--- src/rtl/mult_div_unit.sv ---
// mult_div_unit -- iterative 32-bit multiply/divide unit feeding HI/LO.
//
// Build option: define MDU_DIV_EN to include the restoring divider
// (DIVU/DIV). Without it, op 2/3 requests are dropped in IDLE and
// div_zero is held at 0.
//
// Ports:
//   clock, reset      rising-edge clock, asynchronous active-high reset
//   start, op         request; op 0 MULTU, 1 MULT, 2 DIVU, 3 DIV
//   operand_a/_b      rs / rt values, captured only on an accepted start
//   mthi, mtlo, wdata direct HI/LO writes, honoured only in IDLE
//   hi, lo            result registers
//   busy              operation in flight (state-decoded only)
//   done              one-cycle pulse after HI/LO take a result
//   div_zero          pulses with done when a divide had operand_b == 0
//
// state | meaning
// IDLE  | accept start / MTHI / MTLO
// CALC  | one shift-add or shift-subtract iteration per cycle, 32 cycles
// FIX   | sign correction, write HI/LO, raise done
module mult_div_unit #(
  parameter int WIDTH = 32
) (
  input  logic             clock,
  input  logic             reset,
  input  logic             start,
  input  logic [1:0]       op,
  input  logic [WIDTH-1:0] operand_a,
  input  logic [WIDTH-1:0] operand_b,
  input  logic             mthi,
  input  logic             mtlo,
  input  logic [WIDTH-1:0] wdata,
  output logic [WIDTH-1:0] hi,
  output logic [WIDTH-1:0] lo,
  output logic             busy,
  output logic             done,
  output logic             div_zero
);

  typedef enum logic [1:0] {IDLE, CALC, FIX} state_t;

  state_t             state_q, state_d;
  logic [4:0]         cnt_q, cnt_d;
  logic [WIDTH-1:0]   src_q, src_d;     // multiplicand or divisor magnitude
  logic [2*WIDTH-1:0] acc_q, acc_d;     // {partial product | multiplier} or {remainder | quotient}
  logic               neg_q, neg_d;
  logic [WIDTH-1:0]   hi_q, hi_d;
  logic [WIDTH-1:0]   lo_q, lo_d;
  logic               done_q, done_d;

  logic               a_neg, b_neg, accept;
  logic [WIDTH-1:0]   a_mag, b_mag;
  logic [WIDTH:0]     mul_sum;
  logic [2*WIDTH-1:0] mul_next, prod;

`ifdef MDU_DIV_EN
  logic               is_div_q, is_div_d;
  logic               rem_neg_q, rem_neg_d;
  logic               dz_q, dz_d;
  logic [WIDTH-1:0]   a_raw_q, a_raw_d;
  logic               div_zero_q, div_zero_d;
  logic [WIDTH:0]     rem_sh, diff;
  logic [2*WIDTH-1:0] div_next;
  logic [WIDTH-1:0]   quot, rem;
`endif

  always_comb begin
    state_d = state_q;
    cnt_d   = cnt_q;
    src_d   = src_q;
    acc_d   = acc_q;
    neg_d   = neg_q;
    hi_d    = hi_q;
    lo_d    = lo_q;
    done_d  = 1'b0;

    a_neg = op[0] & operand_a[WIDTH-1];
    b_neg = op[0] & operand_b[WIDTH-1];
    a_mag = a_neg ? -operand_a : operand_a;
    b_mag = b_neg ? -operand_b : operand_b;

    // Shift-add: add multiplicand to the upper half when the multiplier LSB
    // is set, then shift the whole accumulator right including the carry.
    mul_sum  = {1'b0, acc_q[2*WIDTH-1:WIDTH]} + (acc_q[0] ? {1'b0, src_q} : '0);
    mul_next = {mul_sum, acc_q[WIDTH-1:1]};
    prod     = neg_q ? -acc_q : acc_q;

`ifdef MDU_DIV_EN
    accept     = 1'b1;
    is_div_d   = is_div_q;
    rem_neg_d  = rem_neg_q;
    dz_d       = dz_q;
    a_raw_d    = a_raw_q;
    div_zero_d = 1'b0;

    // Restoring divide: shift the next dividend bit into the remainder and
    // keep the difference only when it does not borrow.
    rem_sh = {acc_q[2*WIDTH-1:WIDTH], acc_q[WIDTH-1]};
    diff   = rem_sh - {1'b0, src_q};
    if (!diff[WIDTH])
      div_next = {diff[WIDTH-1:0], acc_q[WIDTH-2:0], 1'b1};
    else
      div_next = {rem_sh[WIDTH-1:0], acc_q[WIDTH-2:0], 1'b0};
    quot = neg_q ? -acc_q[WIDTH-1:0] : acc_q[WIDTH-1:0];
    rem  = rem_neg_q ? -acc_q[2*WIDTH-1:WIDTH] : acc_q[2*WIDTH-1:WIDTH];
`else
    accept = ~op[1];
`endif

    case (state_q)
      IDLE: begin
        if (mthi) hi_d = wdata;
        if (mtlo) lo_d = wdata;
        if (start && accept) begin
          state_d = CALC;
          cnt_d   = '0;
          neg_d   = a_neg ^ b_neg;
`ifdef MDU_DIV_EN
          is_div_d  = op[1];
          rem_neg_d = a_neg;
          dz_d      = (operand_b == '0);
          a_raw_d   = operand_a;
          src_d     = op[1] ? b_mag : a_mag;
          acc_d     = op[1] ? {{WIDTH{1'b0}}, a_mag} : {{WIDTH{1'b0}}, b_mag};
`else
          src_d = a_mag;
          acc_d = {{WIDTH{1'b0}}, b_mag};
`endif
        end
      end
      CALC: begin
        cnt_d = cnt_q + 5'd1;
`ifdef MDU_DIV_EN
        acc_d = is_div_q ? div_next : mul_next;
`else
        acc_d = mul_next;
`endif
        if (cnt_q == 5'(WIDTH-1)) state_d = FIX;
      end
      FIX: begin
        state_d = IDLE;
        done_d  = 1'b1;
`ifdef MDU_DIV_EN
        if (is_div_q) begin
          div_zero_d = dz_q;
          if (dz_q) begin
            hi_d = a_raw_q;
            lo_d = '1;
          end else begin
            hi_d = rem;
            lo_d = quot;
          end
        end else begin
          hi_d = prod[2*WIDTH-1:WIDTH];
          lo_d = prod[WIDTH-1:0];
        end
`else
        hi_d = prod[2*WIDTH-1:WIDTH];
        lo_d = prod[WIDTH-1:0];
`endif
      end
      default: state_d = IDLE;
    endcase
  end

  always_ff @(posedge clock or posedge reset) begin
    if (reset) begin
      state_q <= IDLE;
      cnt_q   <= '0;
      src_q   <= '0;
      acc_q   <= '0;
      neg_q   <= 1'b0;
      hi_q    <= '0;
      lo_q    <= '0;
      done_q  <= 1'b0;
    end else begin
      state_q <= state_d;
      cnt_q   <= cnt_d;
      src_q   <= src_d;
      acc_q   <= acc_d;
      neg_q   <= neg_d;
      hi_q    <= hi_d;
      lo_q    <= lo_d;
      done_q  <= done_d;
    end
  end

`ifdef MDU_DIV_EN
  always_ff @(posedge clock or posedge reset) begin
    if (reset) begin
      is_div_q   <= 1'b0;
      rem_neg_q  <= 1'b0;
      dz_q       <= 1'b0;
      a_raw_q    <= '0;
      div_zero_q <= 1'b0;
    end else begin
      is_div_q   <= is_div_d;
      rem_neg_q  <= rem_neg_d;
      dz_q       <= dz_d;
      a_raw_q    <= a_raw_d;
      div_zero_q <= div_zero_d;
    end
  end

  assign div_zero = div_zero_q;
`else
  assign div_zero = 1'b0;
`endif

  assign hi   = hi_q;
  assign lo   = lo_q;
  assign busy = (state_q != IDLE);
  assign done = done_q;

endmodule

--- config.mk ---
export PLATFORM = sky130hd
export DESIGN_NAME = mult_div_unit
export DESIGN_NICKNAME = d
export VERILOG_FILES = /design/src/rtl/mult_div_unit.sv
export SDC_FILE = /design/constraint.sdc
export NUM_CORES = 1
export LEC_CHECK = 0
export ABC_CLOCK_PERIOD_IN_PS = 9800
export CAP_MARGIN = 20
export CORE_MARGIN = 5
export CORE_UTILIZATION = 58
export CTS_BUF_LIST = sky130_fd_sc_hd__clkbuf_8
export CTS_CLUSTER_SIZE = 12
export DETAILED_ROUTE_END_ITERATION = 6
export GPL_TIMING_DRIVEN = 0
export PLACE_DENSITY = 0.82
export SETUP_SLACK_MARGIN = 0.4
export SLEW_MARGIN = 5
export SYNTH_ARGS = -nofsm -noshare
export SYNTH_HDL_FRONTEND = slang
export SYNTH_SLANG_ARGS = --single-unit
--- constraint.sdc ---
create_clock -name clock -period 9.8 [get_ports clock]
set_input_delay 2.94 -clock clock [delete_from_list [all_inputs] [get_ports clock]]
set_output_delay 2.94 -clock clock [all_outputs]
set_load 0.1 [all_outputs]
==> results by group <==
Status
  – Status: complete, no violations

Floorplanning
  – Die width: 151 um
  – Row count: 51
  – I/O pins: 170
  – Die H: 151 um
  – Core box area: 19500 um2
  – Die area: 22800 um2
  – Starting Density: 58.9%

Synth
  – Post-synth EDFFs: 0
  – Async SR Flop Fraction: 100%
  – Synth unique cells: 62
  – Synth Area per Inst: 8.25 um2
  – Mapped Nets: 1536
  – Synth Instances: 1395
  – Warnings from Yosys: 0
  – Post-synthesis sequential area ratio: 36.7%
  – Top_reg_cell synth: dfrtp_1
  – Yosys reg bits: 169
  – Cell Area, Synth: 11500 um2

STA
  – Max-Slew Margin vs Limit: 33.1%
  – Clock skew: 13.2 ps
  – Final hold slack: 487 ps
  – Unrepaired setup endpoints after global routing: no
  – Setup tns final: 0 ps
  – Min Tclk post-route: 5470 ps
  – Achievable frequency: 0.183 GHz
  – Pins Over Slew Limit: 0
  – Least-Margin Pin Slew: 1000 ps
  – # setup viols final: 0
  – Hold Vio Cnt, Final: 0
  – Final period utilization: 55.8%

Detailed routing
  – DR iter-0 viols: 1341
  – # DRC: 0
  – Post-Route WL: 38.0 mm
  – Post-DR wirelength/cell: 20.4 um
  – Vias per inst: 6.30
  – Vias after detailed routing: 11700
  – DRT Pass-1 Iters: 6
  – Final ANT Viol Nets: 0

Placement
  – PortBufs: 168
  – GPL Wtd Cong: 0.986
  – Dpl hpwl: 29.9 mm

Global route
  – Vias in the first global route: 10800
  – Gr ovfl total: 0
  – Largest net degree at the start of global routing: 123
  – Initial antenna violation count: 1
  – GRT Util Overall: 33.2%
  – First-pass GRT wire length: 59.1 mm

Critical path
  – CP Cell Sequence: clkdlybuf4s50_1 -> inv_1 -> ha_1 -> or4b_2 -> nor2_1 -> nand3_1 -> or4_1 -> o41ai_1 -> xor2_1 -> o21ai_0
  – CP peak stage delay: 650 ps
  – Crit Path Category: in2reg
  – Reg-to-Reg Start: acc_q[0]
  – Setup crit end kind: flip-flop
  – Crit path max fanout: 4
  – Reg2reg path depth: 13
  – CP required: 10160 ps
  – Top delay family on crit path: simple AND/OR/NAND/NOR gates
  – Slowest stage cell, crit path: or4b_2
  – R2R Path End: acc_q[57]
  – Reg2reg setup slack: 6120 ps
  – Buf/Inv on CP: 2
  – CP startpoint kind: input pin
  – Critical path data arrival time: 5820 ps

Cells and area
  – Multi-input logic area: 6890 um2
  – Layout cell share with drive strength beyond 1: 3.19%
  – Ant. Diodes: 0
  – Layout overhead on the synthesized area: 21.2%
  – Register area: 4230 um2
  – Net count, final: 1725
  – Filler cells: 1601

Hold path
  – Hold Path Sink: src_q[30]
  – Min-delay src: src_q[30]
  – HP Class: reg2reg
  – Number of stages on the worst hold path: 2

CTS
  – Number of CTS-inserted buffers: 17
  – Cts repair resizes: 0
  – TritonCTS clock tree: done
  – Cts hold-fix bufs: 0
  – Max clock buf depth: 2
  – Post-CTS Setup Bufs: 0
  – H-tree Lvls: 4
  – Clock Sinks: 169
  – Clk root buf: clkbuf_8
  – Clk Latency, worst-skew pair: 480 ps
  – CTS clk-pin slew, worst paths: 100 ps

Power and ir drop
  – Power Density: 356 nW/um2
  – Overall power: 4.97 mW
  – VDD IR max: 0.000153 V
  – Leakage: 5.60 nW

Job
  – Max cap viols: 0
## worst register-to-register path: cells and delay by family (launching register included)
| kind | cells | cell delay, ps |
|---|---|---|
| DFF | 1 | 330 |
| adders and majority gates | 2 | 560 |
| xor gates and xnor gates | 1 | 170 |
| AOI/OAI and AO/OA | 5 | 1270 |
| buffers and inverters | 3 | 880 |
| and+or+nand+nor | 2 | 350 |
## worst max path at each step
stage	start	to	cells after the start	slack (ps)
finish	operand_a[0]	src_q[28]	10	4330
global route	operand_a[0]	src_q[28]	10	4100
CTS	operand_a[6]	src_q[25]	8	4250
detailed placement	operand_a[6]	src_q[25]	8	3750
global placement	reset	acc_q[20]	2	20
floorplan	reset	acc_q[0]	1	2280
## state kept, by name, indices dropped and copies added, names as in the netlist
register / count
lo: 32
cnt_q: 5
acc_q: 64
src_q: 32
hi: 32
neg_q: 1
state_q: 2
done: 1
## Yosys cell counts, types with 15 or more instances
cell,count,area (um2)
clkbuf_1,69,259
dfrtp_1,169,4230
a31oi_1,20,125
and2_1,37,231
xor2_1,63,552
a22oi_1,29,218
a21oi_1,97,485
nand2_1,165,619
nand3_1,23,115
and3_1,15,93.8
nor3_1,41,205
ha_1,37,463
mux2i_1,21,210
inv_1,21,78.8
o21ai_0,177,886
xnor2_1,57,499
nor2_1,115,432
o31ai_1,23,173
## per-stage QoR
step | utilization, % | setup WS (ps) | instances | area [um2]
after floorplan | - | 2280 | 1395 | 11500
after global placement | 69.3 | 23.4 | 1828 | 13500
after CTS | 71.4 | 4250 | 1861 | 13900
after global routing | 71.4 | 4100 | 1862 | 14000
final | 71.4 | 4330 | 1862 | 14000
after detailed placement | 69.4 | 3750 | 1829 | 13600
## routing by layer
metal	up-vias	GRT usage, %	routed length (um)
li1	5443	-	-
met1	5527	47.9	16300
met2	678	51.1	16700
met3	79	7.24	3940
met4	2	8.79	971
met5	-	0	13
## cells by family after synthesis
logic type                 count (synthesis)  share of synthesized area (%)
AOI/OAI and AO/OA                        459                           24.5
xor gates and xnor gates                 120                           9.13
adders and majority gates                 38                           4.20
buffers and inverters                    102                           3.36
DFF                                      169                           36.7
muxes                                     21                           1.83
other                                      1                         0.0326
and+or+nand+nor                          485                           20.2
## power by group
part           switching, mW  internal (mW)
sequential             0.361           1.03
combinational           2.14          0.947
clock                  0.306          0.191
## cell type report
type,instances,share of cell area (%)
Tap cell,265,2.38
Clock buffer,17,1.68
Buffer,80,2.18
Clock inverter,15,1.10
Timing Repair Buffer,170,12.3
Multi-Input combinational cell,1124,49.4
Inverter,22,0.646
Sequential cell,169,30.3
## placed cells by master (no fill, tap or decap), types with 37 or more instances in the layout
| master | count |
|---|---|
| o21ai_0 | 177 |
| dfrtp_1 | 169 |
| clkdlybuf4s50_1 | 168 |
| nand2_1 | 165 |
| nor2_1 | 115 |
| a21oi_1 | 97 |
| clkbuf_1 | 69 |
| xor2_1 | 63 |
| xnor2_1 | 57 |
| nor3_1 | 41 |
| and2_1 | 37 |
| ha_1 | 37 |
No activity file was read; power rests on OpenSTA's default activity.
